File: config.mk
export PLATFORM = sky130hd
export DESIGN_NAME = unified_mem_ctrl
export DESIGN_NICKNAME = d
export VERILOG_FILES = /design/src/rtl/arm_mem_pkg.sv /design/src/rtl/unified_mem_ctrl.sv
export SDC_FILE = /design/constraint.sdc
export NUM_CORES = 1
export LEC_CHECK = 0
export CAP_MARGIN = 20
export CORE_UTILIZATION = 34
export DETAILED_ROUTE_END_ITERATION = 8
export GPL_TIMING_DRIVEN = 0
export PLACE_DENSITY = 0.93
export SETUP_SLACK_MARGIN = 0.02
export SLEW_MARGIN = 25
export SYNTH_ARGS = -nofsm -noshare
export SYNTH_HDL_FRONTEND = slang
export SYNTH_SLANG_ARGS = --single-unit
File: constraint.sdc
create_clock -name clk -period 2.6 [get_ports clk]
set_clock_uncertainty 0.15 [all_clocks]
set_input_delay 0.52 -clock clk [delete_from_list [all_inputs] [get_ports clk]]
set_output_delay 0.52 -clock clk [all_outputs]
set_load 0.01 [all_outputs]
File: src/rtl/arm_mem_pkg.sv
// Shared types and helpers for the unified (code + data) memory controller.
// The top level, unified_mem_ctrl, imports everything from here.
package arm_mem_pkg;

  localparam int DEF_ADDR_W = 6;

  typedef enum logic [2:0] {
    F_ADDR,
    F_DATA,
    EXEC,
    D_DATA,
    COMMIT
  } mem_state_t;

  // Byte address to word index. Bits [1:0] are dropped because only whole words are accessed.
  function automatic logic [31:0] word_index(input logic [31:0] byte_addr);
    return byte_addr >> 2;
  endfunction

endpackage

File: src/rtl/unified_mem_ctrl.sv
// Serialises instruction fetch and data access onto one single-port synchronous RAM.
// The core is stalled for every cycle except one commit cycle per instruction.
// Optional feature UNIFIED_MEM_PERF_EN adds the instret_o and stall_cyc_o counters.
module unified_mem_ctrl
  import arm_mem_pkg::*;
#(
  parameter int ADDR_W = DEF_ADDR_W
) (
  input  logic              clk,
  input  logic              reset,
  input  logic [31:0]       pc_i,
  output logic [31:0]       instr_o,
  input  logic              mem_read_i,
  input  logic              mem_write_i,
  input  logic [31:0]       addr_i,
  input  logic [31:0]       wdata_i,
  output logic [31:0]       rdata_o,
  output logic              stall_o,
  output logic              err_o,
`ifdef UNIFIED_MEM_PERF_EN
  output logic [31:0]       instret_o,
  output logic [31:0]       stall_cyc_o,
`endif
  output logic [ADDR_W-1:0] ram_addr_o,
  output logic              ram_we_o,
  output logic [31:0]       ram_wdata_o,
  input  logic [31:0]       ram_rdata_i
);

  mem_state_t state;
  mem_state_t state_next;

  // Range flag of the access issued in the previous cycle. It decides whether the
  // word returned by the RAM in the following cycle is captured or replaced by zero.
  logic acc_oor;
  logic fetch_oor;
  logic data_oor;
  logic data_access;

  assign fetch_oor   = (pc_i >> (ADDR_W + 2)) != 32'd0;
  assign data_oor    = (addr_i >> (ADDR_W + 2)) != 32'd0;
  assign data_access = mem_write_i || mem_read_i;

  assign stall_o = (state != COMMIT);

  // NOTE: state and datapath registers use non-blocking assignments so that every
  // always_ff block samples the values from before the clock edge.
  always_ff @(posedge clk or negedge reset) begin
    if (!reset) state <= F_ADDR;
    else        state <= state_next;
  end

  // NOTE: every output of this block gets a default before the case statement, so
  // no path through it leaves a signal unassigned and no latch is inferred.
  always_comb begin
    state_next  = state;
    ram_addr_o  = '0;
    ram_we_o    = 1'b0;
    ram_wdata_o = '0;
    unique case (state)
      F_ADDR: begin
        ram_addr_o = ADDR_W'(word_index(pc_i));
        state_next = F_DATA;
      end
      F_DATA: state_next = EXEC;
      EXEC: begin
        if (mem_write_i) begin
          ram_addr_o  = ADDR_W'(word_index(addr_i));
          ram_we_o    = !data_oor;
          ram_wdata_o = wdata_i;
          state_next  = COMMIT;
        end else if (mem_read_i) begin
          ram_addr_o = ADDR_W'(word_index(addr_i));
          state_next = D_DATA;
        end else begin
          state_next = COMMIT;
        end
      end
      D_DATA:  state_next = COMMIT;
      COMMIT:  state_next = F_ADDR;
      default: state_next = F_ADDR;
    endcase
    // The RAM port is idle while reset is held, so a store cut off mid-EXEC stops at once.
    if (!reset) begin
      ram_addr_o  = '0;
      ram_we_o    = 1'b0;
      ram_wdata_o = '0;
    end
  end

  always_ff @(posedge clk or negedge reset) begin
    if (!reset) begin
      instr_o <= '0;
      rdata_o <= '0;
      err_o   <= 1'b0;
      acc_oor <= 1'b0;
    end else begin
      unique case (state)
        F_ADDR: begin
          acc_oor <= fetch_oor;
          if (fetch_oor) err_o <= 1'b1;
        end
        F_DATA: instr_o <= acc_oor ? 32'd0 : ram_rdata_i;
        EXEC: begin
          if (data_access) begin
            acc_oor <= data_oor;
            if (data_oor) err_o <= 1'b1;
          end
        end
        D_DATA: rdata_o <= acc_oor ? 32'd0 : ram_rdata_i;
        default: ;
      endcase
    end
  end

`ifdef UNIFIED_MEM_PERF_EN
  always_ff @(posedge clk or negedge reset) begin
    if (!reset) begin
      instret_o   <= '0;
      stall_cyc_o <= '0;
    end else if (stall_o) begin
      stall_cyc_o <= stall_cyc_o + 32'd1;
    end else begin
      instret_o <= instret_o + 32'd1;
    end
  end
`endif

endmodule

Yosys cells after proc, flatten, opt, wreduce, memory -nomap -nowiden

Index checks and enable logic that the tools add are counted.

Flip-flop bits (word level): 69
Input port bits: 132
Output and inout port bits: 105
Word-level logic and storage cells: 40

Eq/ne operators: 7
Multiplexer cells: 20
Reduce and logical (&&, ||, !) cells: 8

Operator list:

| operator           | count |
|---|---|
| $mux 32            | 4 |
| $reduce_bool 32->1 | 2 |
| $mux 6             | 3 |
| $pmux 3 s4         | 1 |
| $pmux 6 s2         | 1 |
| $mux 1             | 7 |
| $eq 3x2->1 const B | 2 |
| $mux 3             | 2 |
| $ne 2x2->1 const B | 3 |
| $pmux 1 s2         | 2 |
| $reduce_and 4->1   | 1 |
| $eq 3x1->1 const B | 1 |
| $logic_not 3->1    | 1 |
| $ne 3x3->1 const B | 1 |
| $reduce_and 2->1   | 1 |
| $reduce_bool 2->1  | 1 |
| $logic_not 1->1    | 1 |
| $logic_or 1x1->1   | 1 |

Depth between registers and ports, before layout

Depth after elaboration: 5
Mapped depth: 6
Depth with buffers taken out: 4

Worst setup path after synthesis

OpenSTA, ideal clock, no wires.

Path type: input to output
From: in addr_i[20]
To: out ram_we_o
Arrival: 1.565 ns
Required time: 1.930 ns
Setup slack: 0.365 ns
Cell stages on the path: 3
Path buffers: 0
Cell sequence: or4_1 -> nor4_4 -> and2b_1

Longest elaborated chain between the ends: 5

Ends and longest elaborated chain:

| element            | RTL line               | RTL |
|---|---|---|
| start, declared    | unified_mem_ctrl.sv:15 | `input logic [31:0] addr_i,` |
| $reduce_bool 32->1 | unified_mem_ctrl.sv:41 | `assign data_oor = (addr_i >> (ADDR_W + 2)) != 32'd0;` |
| $logic_not 1->1    | unified_mem_ctrl.sv:69 | `ram_we_o = !data_oor;` |
| $mux 1             | unified_mem_ctrl.sv:67 | `if (mem_write_i) begin` |
| $mux 1             | unified_mem_ctrl.sv:60 | `unique case (state)` |
| $mux 1             | unified_mem_ctrl.sv:84 | `if (!reset) begin` |
| end, declared      | unified_mem_ctrl.sv:25 | `output logic ram_we_o,` |

No other way between the ends.

Worst setup path after layout

From: reg state[2]
To: out ram_wdata_o[11]

Longest elaborated chain between the ends: 3

Ends and longest elaborated chain:

| element                | RTL line               | RTL |
|---|---|---|
| start, declared        | unified_mem_ctrl.sv:30 | `mem_state_t state;` |
| start signal, assigned | unified_mem_ctrl.sv:50 | `else state <= state_next;` |
| $eq 3x2->1             | unified_mem_ctrl.sv:60 |  |
| $mux 32                | unified_mem_ctrl.sv:60 |  |
| $mux 32                | unified_mem_ctrl.sv:84 |  |
| end, declared          | unified_mem_ctrl.sv:26 | `output logic [31:0] ram_wdata_o,` |

No other way between the ends.

==> impl_metrics.py <==
metrics = {
    "outcome": {
        "status": "finished with violations",
        "violations": "design-rule violations, negative setup slack",
    },
    "timing": {
        "postLayoutSetupSlackWorst_ps": -30.0,
        "whs_ps": 40.4,
        "fin_tns_setup_ps": -238,
        "final.min_clock_period_ps": 2630,
        "setup_viol": 18,
        "post-route-period-util": 1.01,
        "slew_headroom": 0.682,
        "rsz0062_at_grt": "true",
        "slew_violations": 0,
        "finalHoldViolCount": 0,
        "worst_pin_slew_ps": 478,
        "fmax_mhz": 380,
    },
    "synthesis": {
        "yosys-top-cells-count": "dfrtp_1, nand2_1, o21ai_0",
        "ys.flop_type": "dfrtp_1",
        "synth_top_area_cell": "dfrtp_1",
        "yosys.area_share.simple": 0.290,
        "yosys-top-cells-area": "dfrtp_1, o21ai_0, nand2_1",
        "synth-async-reset-ratio": 1.00,
        "synth_top_family_by_area": "simple AND/OR/NAND/NOR gates",
        "yosys_warnings": 0,
        "syn_nets": 465,
        "synthMuxAreaShare": 0,
        "synth_enable_flop_cells": 0,
        "synth_adder_area_share": 0,
        "syn_area_per_cell_sq_um": 9.38,
        "synth_cell_types": 28,
        "netlist.area_leader.share": 0.553,
        "netlist_instances": 333,
        "yosysMostFrequentCell": "dfrtp_1",
        "synthXorXnorAreaFrac": 0,
        "syn_area_sq_um": 3120,
        "ys_seq_elements": 69,
        "synth-seq-area-share": 0.553,
        "synth-compound-area-share": 0.128,
    },
    "die": {
        "start_util": 0.355,
        "die_y_microns": 97.8,
        "core_area_sq_um": 8810,
        "die_w_microns": 97.8,
        "io_pins": 237,
        "dieArea_sq_um": 9570,
        "rows": 34,
    },
    "clock_tree": {
        "clk_latency_ps": 340,
        "cts_root_buffer": "clkbuf_8",
        "cts_sinks": 69,
        "clockBufferDepth": 2,
        "h-tree-depth": 3,
        "cts_buffers": 9,
        "cts.clk_slew.worst_paths_ps": 70,
        "cts_tree": "yes",
    },
    "drt": {
        "post_drt_wl_per_cell_microns": 17.7,
        "ant_nets": 0,
        "wl_microns": 12400,
        "dr.pass1.iters": 7,
        "initialDrtViolationCount": 122,
        "via_count": 3462,
        "routed_via_density": 4.91,
        "drc": 20,
    },
    "min_path": {
        "min-delay-path-class": "in -> async",
    },
    "setup_path": {
        "start_kind": "register",
        "crit_type": "reg -> out",
        "worstPathArrival_ps": 1960,
        "slowest_delay_ps": 440,
        "path_max_fanout": 5,
        "r2r_setup_slack_ps": 670,
        "crit_chain": "or3b_4 > buf_12 > nor2_4 > buf_12 > clkbuf_16 > and2_4 > buf_6",
        "crit_path_top_delay_cell": "or3b_4",
        "crit_top_cell": "buf_12",
        "crit_required_ps": 1930,
        "crit_path_end_kind": "output port",
    },
    "global_route": {
        "grt_pass1_vias": 3611,
        "grt_antenna_before_repair": 0,
        "grt_util_all_layers": 0.243,
        "grt_max_degree": 36,
        "overflow": 0,
        "grt_pass1_wl_microns": 18000,
    },
    "layout": {
        "area_growth_pct": 98.4,
        "num_antenna_cells": 0,
        "fillCellCount": 634,
        "final_nets": 724,
        "drive_gt1_frac": 0.214,
    },
    "place": {
        "globalplace.congestion": 0.886,
        "dp_hpwl_microns": 9020,
        "portBuffers": 232,
        "dpl_worst_slack_ps": -636,
    },
    "power_and_ir_drop": {
        "p_leak_nw": 2.81,
        "p_per_area_nw_per_um2": 827,
        "ir_drop_mv": 0.332,
    },
    "run": {
        "cap_violations": 0,
    },
}
-- layer usage --
metal | vias to the layer above | share of wire | GRT usage
li1 | 1630 | - | -
met4 | 0 | 0.023 | 0.0944
met1 | 1641 | 0.37 | 0.274
met5 | - | 0 | 0
met2 | 165 | 0.53 | 0.437
met3 | 26 | 0.080 | 0.0637
-- path summary, 6_finish.rpt --
check                             endpoint  cells past startpoint         from
setup / recovery           ram_wdata_o[11]                      7     state[2]
setup reg to reg               instr_o[19]                      5     state[2]
min in group clk               rdata_o[20]                      2  rdata_o[20]
hold / removal                 rdata_o[12]                      2        reset
max in group asynchronous         state[0]                      2        reset
hold reg to reg                rdata_o[20]                      2  rdata_o[20]
-- power by group --
group / total, W / internal, W / leakage [nW] / switching, W
sequential: 0.00169 / 0.00147 / 0.907 / 0.000225
clock: 0.000869 / 0.000467 / 0.0964 / 0.000402
combinational: 0.00256 / 0.00134 / 1.81 / 0.00122
-- flip-flops by register name (all words and copies together) (netlist names) --
name	count
instr_o	32
rdata_o	32
acc_oor	1
state	3
err_o	1
-- what timing repair did --
| item | CTS | global route |
|---|---|---|
| hold buffers | 1 | 0 |
| setup buffers | 9 | 3 |
| pin swaps | 20 | 36 |
| gates cloned | 1 | 2 |
| endpoints found under the hold margin | 34 | 0 |
| endpoints found under the setup margin | 39 | 37 |
| resized for setup | 183 | 84 |
-- cell type report --
type	count	area, sq um	share of cell area
plain buffers	19	111	0.0180
clock buffers	12	145	0.0234
clock inverters	4	47.5	0.00768
inverters	1	3.75	0.000606
multi-input cells	243	1440	0.232
flip-flops and latches	69	1730	0.279
well taps	108	135	0.0218
repair buffers	249	2580	0.417
-- cell usage in the layout (no fill, tap or decap), drive strengths merged, types with 2 or more instances in the layout --
| cell type | Yosys | layout |
|---|---|---|
| dfrtp | 69 | 69 |
| dlymetal6s2s | 0 | 18 |
| clkinv | 0 | 2 |
| nor4 | 11 | 11 |
| or4 | 2 | 2 |
| nand2b | 33 | 33 |
| o31ai | 2 | 2 |
| and2 | 32 | 32 |
| or3b | 3 | 3 |
| o21ai | 65 | 65 |
| clkdlybuf4s50 | 0 | 171 |
| nor2 | 13 | 13 |
| nand2 | 68 | 68 |
| a22oi | 6 | 6 |
| clkbuf | 14 | 25 |
| nand4 | 2 | 2 |
| dlygate4sd2 | 0 | 3 |
| buf | 6 | 63 |
-- critical path, delay by kind of cell (launching register included) --
kind | cells | cell delay (ps)
flops | 1 | 400
simple gates | 3 | 710
buf+inv | 4 | 520
-- per-stage QoR --
| step | area, sq um | util | total power, W | instances |
|---|---|---|---|---|
| floorplan | 3120 | - | 0.00272 | 333 |
| global placement | 5580 | 0.634 | 0.00400 | 673 |
| detailed placement | 5600 | 0.636 | 0.00410 | 674 |
| CTS | 5820 | 0.660 | 0.00505 | 700 |
| global route | 6190 | 0.703 | 0.00542 | 705 |
| finish | 6190 | 0.703 | 0.00512 | 705 |
-- cell families (layout without fill, tap and decap cells) --
| logic type | count (synthesis) | count (layout) |
|---|---|---|
| DFF | 69 | 69 |
| and+or+nand+nor | 168 | 168 |
| buffers and inverters | 21 | 285 |
| AOI/OAI and AO/OA | 75 | 75 |
(Power assumes the default switching activity.)
